===== config.mk =====
export PLATFORM = sky130hd
export DESIGN_NAME = o_serializer
export DESIGN_NICKNAME = d
export VERILOG_FILES = /design/src/rtl/o_serializer_pkg.sv /design/src/rtl/o_serializer_hold.sv /design/src/rtl/o_serializer.sv
export SDC_FILE = /design/constraint.sdc
export NUM_CORES = 1
export LEC_CHECK = 0
export ABC_AREA = 1
export CAP_MARGIN = 25
export CELL_PAD_IN_SITES_DETAIL_PLACEMENT = 0
export CELL_PAD_IN_SITES_GLOBAL_PLACEMENT = 2
export CORE_AREA = 4 4 64 72
export CTS_BUF_LIST = sky130_fd_sc_hd__clkbuf_4 sky130_fd_sc_hd__clkbuf_8 sky130_fd_sc_hd__clkbuf_16
export CTS_CLUSTER_SIZE = 8
export DETAILED_ROUTE_END_ITERATION = 8
export DIE_AREA = 0 0 68 76
export GPL_ROUTABILITY_DRIVEN = 0
export PLACE_DENSITY_LB_ADDON = 0.1
export SYNTH_ARGS = -nofsm -noshare
export SYNTH_HDL_FRONTEND = slang
export SYNTH_HIERARCHICAL = 1
export SYNTH_SLANG_ARGS = --single-unit

===== constraint.sdc =====
create_clock -name CLK -period 1.3 [get_ports CLK]
set_input_delay 0.26 -clock CLK [delete_from_list [all_inputs] [get_ports CLK]]
set_output_delay 0.26 -clock CLK [all_outputs]
set_load 0.02 [all_outputs]

===== src/rtl/o_serializer_pkg.sv =====
// Shared types and constants for the o_serializer output path.
// State encoding, legal word-width range and the bit-counter width.
package o_serializer_pkg;

   typedef enum logic {
      IDLE  = 1'b0,
      SHIFT = 1'b1
   } ser_state_e;

   localparam int WIDTH_MIN = 3;
   localparam int WIDTH_MAX = 10;

   function automatic int clog2(input int n);
      int r;
      r = 0;
      for (int v = n - 1; v > 0; v = v >> 1) begin
         r = r + 1;
      end
      return r;
   endfunction

   // Sized for the widest legal word so every instance shares one counter type.
   localparam int CNT_W = clog2(WIDTH_MAX);

endpackage


===== src/rtl/o_serializer_hold.sv =====
// One-entry holding buffer for o_serializer: stores {OE, data} of the next word.
// Accepts on valid && ready; the shifter side empties it with a pop.
module o_serializer_hold
   import o_serializer_pkg::*;
#(
   parameter int WIDTH = 8
)(
   input  logic             clk,
   input  logic             rst,
   input  logic [WIDTH-1:0] d,
   input  logic             oe_in,
   input  logic             valid,
   input  logic             pop,
   output logic [WIDTH-1:0] hold_data,
   output logic             hold_oe,
   output logic             hold_v,
   output logic             ready
);

   logic [WIDTH:0] hold_word;

   // Accept and pop are mutually exclusive: accept needs an empty slot, pop a full one.
   always_ff @(posedge clk) begin
      if (rst) begin
         hold_word <= '0;
         hold_v    <= 1'b0;
      end else if (valid && !hold_v) begin
         hold_word <= {oe_in, d};
         hold_v    <= 1'b1;
      end else if (pop) begin
         hold_v    <= 1'b0;
      end
   end

   assign hold_data = hold_word[WIDTH-1:0];
   assign hold_oe   = hold_word[WIDTH];
   assign ready     = ~hold_v;

endmodule


===== src/rtl/o_serializer.sv =====
// Parallel-to-serial pad driver, LSB first, with per-word output enable.
// Optional sticky gap flag UNDERRUN when O_SERIALIZER_UNDERRUN_EN is defined.
//
// state | meaning
// IDLE  | no word shifting; Q = IDLE_VAL, OE_OUT = 0
// SHIFT | word on the pad; cnt = index of the bit currently on Q
module o_serializer
   import o_serializer_pkg::*;
#(
   parameter int   WIDTH    = 8,
   parameter logic IDLE_VAL = 1'b0
)(
   input  logic             CLK,
   input  logic             RST,
   input  logic [WIDTH-1:0] D,
   input  logic             OE_IN,
   input  logic             DATA_VALID,
   output logic             DATA_READY,
   output logic             Q,
   output logic             OE_OUT,
   output logic             BUSY
`ifdef O_SERIALIZER_UNDERRUN_EN
   ,
   output logic             UNDERRUN
`endif
);

   if (WIDTH < WIDTH_MIN || WIDTH > WIDTH_MAX) begin : g_width_check
      $error("o_serializer: WIDTH %0d outside %0d..%0d", WIDTH, WIDTH_MIN, WIDTH_MAX);
   end

   localparam logic [CNT_W-1:0] CNT_LAST = CNT_W'(WIDTH - 1);

   ser_state_e       state;
   logic [CNT_W-1:0] cnt;
   logic [WIDTH-2:0] shifter;
   logic             q_r;
   logic             word_oe;

   logic [WIDTH-1:0] hold_data;
   logic             hold_oe;
   logic             hold_v;
   logic             load;

   o_serializer_hold #(
      .WIDTH (WIDTH)
   ) u_hold (
      .clk       (CLK),
      .rst       (RST),
      .d         (D),
      .oe_in     (OE_IN),
      .valid     (DATA_VALID),
      .pop       (load),
      .hold_data (hold_data),
      .hold_oe   (hold_oe),
      .hold_v    (hold_v),
      .ready     (DATA_READY)
   );

   assign load = hold_v && (state == IDLE || cnt == CNT_LAST);

   // Bit 0 goes straight to the Q flop on load, so the shifter only keeps the bits still to come.
   always_ff @(posedge CLK) begin
      if (RST) begin
         state   <= IDLE;
         cnt     <= '0;
         shifter <= '0;
         q_r     <= IDLE_VAL;
         word_oe <= 1'b0;
      end else if (load) begin
         state   <= SHIFT;
         cnt     <= '0;
         shifter <= hold_data[WIDTH-1:1];
         q_r     <= hold_data[0];
         word_oe <= hold_oe;
      end else if (state == SHIFT) begin
         if (cnt == CNT_LAST) begin
            state   <= IDLE;
            cnt     <= '0;
            q_r     <= IDLE_VAL;
            word_oe <= 1'b0;
         end else begin
            cnt     <= cnt + 1'b1;
            shifter <= shifter >> 1;
            q_r     <= shifter[0];
         end
      end
   end

   assign Q      = q_r;
   assign OE_OUT = word_oe;
   assign BUSY   = (state == SHIFT);

`ifdef O_SERIALIZER_UNDERRUN_EN
   logic underrun;

   // A word arriving on the very edge the pad goes idle was too late to avoid a gap.
   always_ff @(posedge CLK) begin
      if (RST) begin
         underrun <= 1'b0;
      end else if (state == SHIFT && cnt == CNT_LAST && !hold_v && DATA_VALID) begin
         underrun <= 1'b1;
      end
   end

   assign UNDERRUN = underrun;
`else
   // Gap tracking not built; idle gaps between words go unreported.
`endif

endmodule


* After elaboration in Yosys (flattened, before gate mapping)
Cells that the tools add are included.
** Word-level totals
- ROM bits :: 0
- Memories :: 0
- Input port bits :: 12
- Bits in latches :: 0
- Bits in writable memories :: 0
- Output and inout port bits :: 4
- Logic and storage cells :: 37
- Bits in registers :: 24
** Operators by class
- Reductions and logical operators :: 10
- Add/subtract/negate cells :: 1
- Magnitude comparators :: 0
- Shifts and indexed selects :: 0
- Bitwise logic cells :: 2
- Eq/ne operators :: 2
- $mul :: 0
- Divide/modulo/power cells :: 0
- Muxes and demuxes :: 15
** Operators by type and width (number)
- two-way mux 7 bit :: 3
- two-way mux 1 bit :: 11
- nonzero test 2 bit :: 3
- adder 4 x 1 -> 4 bit (second input constant) :: 1
- equality test 4 x 3 -> 1 bit (second input constant) :: 1
- two-way mux 4 bit :: 1
- AND reduction 2 bit :: 2
- logical AND 1 bit :: 2
- != test 2 bit (second input constant) :: 1
- NOT 1 bit :: 2
- OR reduction 2 bit :: 1
- logical NOT 1 bit :: 1
- logical OR 1 bit :: 1

* Longest topological paths before layout
- Depth after elaboration :: 5
- Gate-level depth with buffers :: 8
- Gate-level depth less buffers :: 8

* Cells and area by module
The synthesis kept the hierarchy.
** By module, submodules not included
- o_serializer :: cells each 96, sequential area each 280.3 um^2, times used 1, area an instance 669.4 um^2
- o_serializer_hold :: cells each 65, sequential area each 200.2 um^2, times used 1, area an instance 435.4 um^2

* Worst setup path before layout
No wires, ideal clock.
- Path type :: register to register
- Start point :: register cnt[0]
- End point :: register shifter[4]
- Setup time :: 0.109 ns
- Setup slack :: 0.135 ns
- Cell stages (with the launch flop) :: 9
- Arrival time :: 1.056 ns
- Cell sequence :: dfxtp_1 > ha_1 > nand3_2 > nand2_2 > buf_6 > nand3_1 > nand3_1 > nand2_1 > inv_1
** Between the ends
- Word-level cells in the longest chain between the ends :: 5
- Elaborated cells between the ends (all ways) :: 7
** RTL lines
- start: declaration :: line o_serializer.sv:35 : logic [CNT_W-1:0] cnt;
- start signal: assignment :: line o_serializer.sv:83 : cnt <= cnt + 1'b1;
- equality test 4 x 3 -> 1 bit (*) :: line o_serializer.sv:60, o_serializer.sv:77
- logical OR 1 bit :: line o_serializer.sv:60 : assign load = hold_v && (state == IDLE || cnt == CNT_LAST);
- logical AND 1 bit :: line o_serializer.sv:60
- != test 2 bit (no line) or nonzero test 2 bit (tied branches)
- AND reduction 2 bit (no line)
- end signal: assignment :: line o_serializer.sv:73 : shifter <= hold_data[WIDTH-1:1];
- end signal: assignment :: line o_serializer.sv:84 : shifter <= shifter >> 1;
- end: declaration :: line o_serializer.sv:36 : logic [WIDTH-2:0] shifter;
Mark *: on every way between the ends. The rest lies on a longest branch, timed or not.
A chain may end at the register's enable or synchronous reset.

* Worst setup path after layout
- Start point :: register u_hold.hold_v
- End point :: output port DATA_READY
** Between the ends
- Word-level cells in the longest chain between the ends :: 1
** RTL lines
- start: declaration :: line o_serializer_hold.sv:16 : output logic hold_v,
- start signal: assignment :: line o_serializer_hold.sv:26 : hold_v <= 1'b0;
- start signal: assignment :: line o_serializer_hold.sv:29 : hold_v <= 1'b1;
- start signal: assignment :: line o_serializer_hold.sv:31 : hold_v <= 1'b0;
- NOT 1 bit :: line o_serializer_hold.sv:37 : assign ready = ~hold_v;
- end: declaration :: line o_serializer.sv:18 : output logic DATA_READY,
Every way passes these cells.

==> results.py <==
metrics = {
    "yosys": {
        "yosys.area.top_type": "sky130_fd_sc_hd__dfxtp_1",
        "synth.top_cells.by_area": "sky130_fd_sc_hd__dfxtp_1, sky130_fd_sc_hd__nand3_1, sky130_fd_sc_hd__nand2_1",
        "yosysUniqueCellTypes": 20,
        "synthesis.nets": 174,
        "synth.ff_latch_count": 24,
        "synthesis.instances": 161,
        "synth_top_area_share": 0.435,
        "synth.cell_area_sq_um": 1100,
        "yosysWarningCount": 6,
        "post_synth.cell_area_avg_sq_um": 6.86,
        "synth_seq_area_share": 0.435,
    },
    "drt": {
        "drt_pre_antenna_iters": 4,
        "drc": 0,
        "routed_via_density": 4.21,
        "route.vias.total": 1005,
        "first_iter_violations": 28,
        "routed_wirelength_mm": 2.32,
        "wire_per_inst_um": 9.69,
        "final_antenna_net_count": 0,
    },
    "global_route": {
        "grt_use_total": 0.101,
        "grt_pass1_vias": 979,
        "grt_max_degree": 15,
        "grt_antenna_before_repair": 0,
        "grt_pass1_wl_mm": 4.13,
        "grt_overflow_total": 0,
    },
    "worst_setup_path": {
        "worst-endpoint-required_ps": 1040,
        "data_arrival_time_of_the_worst_path_ps": 960,
        "setup.worst_path.class": "reg2out",
        "critPathLaunchType": "flop",
        "endpoint_kind": "output port",
        "crit_fanout": 2,
    },
    "timing": {
        "total_negative_slack_ps": 0,
        "hold_slack_ps": 456,
        "tightestPinTransition_ps": 254,
        "rsz_0062_raised_after_global_routing": "yes",
        "slew_violations": 0,
        "period_needed_ps": 1220,
        "share_of_the_clock_period_used_by_the_worst_path_after_layout": 0.937,
        "finalHoldViolations": 0,
        "slew-limit-headroom": 0.831,
        "skew_ps": 3.20,
        "maxClockFrequency_ghz": 0.821,
        "setup-violations-final": 0,
    },
    "min_path": {
        "hold_path_class": "reg2reg",
    },
    "clock_network": {
        "tritoncts_clock_tree": "yes",
        "cts_made_buffers": 3,
        "cts_setup_buffers": 0,
        "cts_root_buf": "sky130_fd_sc_hd__clkbuf_8",
        "clockBufferDepth": 2,
        "cts-hold-fix-buffers": 0,
        "htree_num_levels": 1,
        "clock_sinks": 24,
        "clock_insertion_delay_worst_skew_ps": 270,
        "cts.reportedPaths.clkPinSlew_ps": 90,
    },
    "pwr": {
        "cellLeakagePower_uw": 0.000709,
        "report.power.total_uw": 1760,
        "power.ir.vdd_worst_mv": 0.582,
        "power_density_nw_per_um2": 1190,
    },
    "run": {
        "drv.max_cap_violation_count": 0,
    },
    "layout": {
        "final_core_util": 0.377,
        "share_of_layout_cells_above_drive_strength_1": 0.144,
        "nFillCells": 444,
        "most_common_cell_after_layout_fill_and_taps_aside": "sky130_fd_sc_hd__nand2_1",
        "final_cells": 239,
        "multiInputGateArea_sq_um": 518,
        "area_delta_synth_final_pct": 33.3,
        "mostFrequentLayoutCells": "sky130_fd_sc_hd__nand2_1, sky130_fd_sc_hd__nand3_1, sky130_fd_sc_hd__nor2_1",
        "final_net_count": 201,
        "antenna_cells_inserted": 0,
        "sequential_cell_area_sq_um": 483,
    },
    "place": {
        "input_output_buffers": 15,
        "place_inst": 235,
        "post-dp-hpwl_mm": 1.84,
    },
    "floorplanning": {
        "num_rows": 24,
        "ios": 16,
        "initial_core_util": 0.283,
        "die_h_um": 76,
        "design.die.area_sq_um": 5170,
        "fp.coreArea_sq_um": 3900,
        "dieWidth_um": 68,
    },
    "status": {
        "result_of_the_run": "finished, final reports clean",
    },
}
-- path summary, 6_finish.rpt --
check                                   start                       to  slack (ps)  depth (start not counted)
min          u_hold/hold_word[8]$_SDFFE_PP0P_      OE_OUT$_SDFFE_PP0P_         460                          2
min reg2reg  u_hold/hold_word[8]$_SDFFE_PP0P_      OE_OUT$_SDFFE_PP0P_         460                          2
max reg2reg               cnt[0]$_SDFFE_PP0P_  shifter[2]$_SDFFE_PP0P_          90                          8
max                u_hold/hold_v$_SDFFE_PP0P_               DATA_READY          80                          2
-- layout make-up --
type,count,area share
timing repair buffer,26,0.164
inverter,25,0.0637
tap,52,0.0442
clock buffer,3,0.0280
multi-input combinational,108,0.352
clock inverter,1,0.0204
sequential,24,0.328
-- cells in the mapped netlist --
library cell	number
sky130_fd_sc_hd__nand2_1	36
sky130_fd_sc_hd__nand3_1	30
sky130_fd_sc_hd__nor2_1	26
sky130_fd_sc_hd__dfxtp_1	24
sky130_fd_sc_hd__inv_1	23
sky130_fd_sc_hd__a21oi_1	5
sky130_fd_sc_hd__o21ai_0	3
sky130_fd_sc_hd__nor2_4	2
sky130_fd_sc_hd__buf_2	1
sky130_fd_sc_hd__buf_4	1
sky130_fd_sc_hd__buf_6	1
sky130_fd_sc_hd__clkbuf_8	1
sky130_fd_sc_hd__clkinv_1	1
sky130_fd_sc_hd__ha_1	1
sky130_fd_sc_hd__inv_2	1
sky130_fd_sc_hd__nand2_2	1
sky130_fd_sc_hd__nand3_2	1
sky130_fd_sc_hd__nor2_2	1
sky130_fd_sc_hd__nor3_1	1
sky130_fd_sc_hd__o211ai_1	1
-- metal layers --
metal / track usage / part of all wire / up-vias
met5: 0 / 0 / -
met4: 0.0477 / 0.020 / 0
met3: 0.0192 / 0.035 / 4
met2: 0.161 / 0.49 / 19
met1: 0.128 / 0.46 / 431
li1: - / - / 551
-- through the flow --
stage | area (sq um) | setup WS [ps]
after floorplan | 1100 | 135
after global placement | 1380 | -11.0
after detailed placement | 1380 | -43.0
after CTS | 1440 | 10.4
after global routing | 1470 | -11.1
final | 1470 | 81.3
-- where the power goes --
| part | total [uW] | leakage (uW) | internal, uW | switching (uW) |
|---|---|---|---|---|
| sequential | 807 | 0.000198 | 782 | 25.1 |
| clock | 654 | 0.0000357 | 412 | 243 |
| combinational | 297 | 0.000476 | 135 | 162 |
-- sequential cells by signal (all words and copies together) (netlist names) --
register	count
u_hold/hold_word	9
shifter	7
cnt	4
BUSY	1
OE_OUT	1
Q	1
u_hold/hold_v	1
-- critical path: stages, from the launching register on --
cell	delay, ps
sky130_fd_sc_hd__dfxtp_1	320
sky130_fd_sc_hd__inv_1	70
sky130_fd_sc_hd__clkdlybuf4s15_1	300
-- cell families after synthesis --
group,share of synthesized area
simple gates,0.392
flops,0.435
buf+inv,0.119
compound gates,0.0430
fa+ha+maj,0.0113
-- repair_timing --
action	CTS	global route
cloned	0	0
pin swaps	0	2
setup endpoints to repair	4	14
resized for setup	4	9
Note: power is estimated with default switching activity, not from simulation.
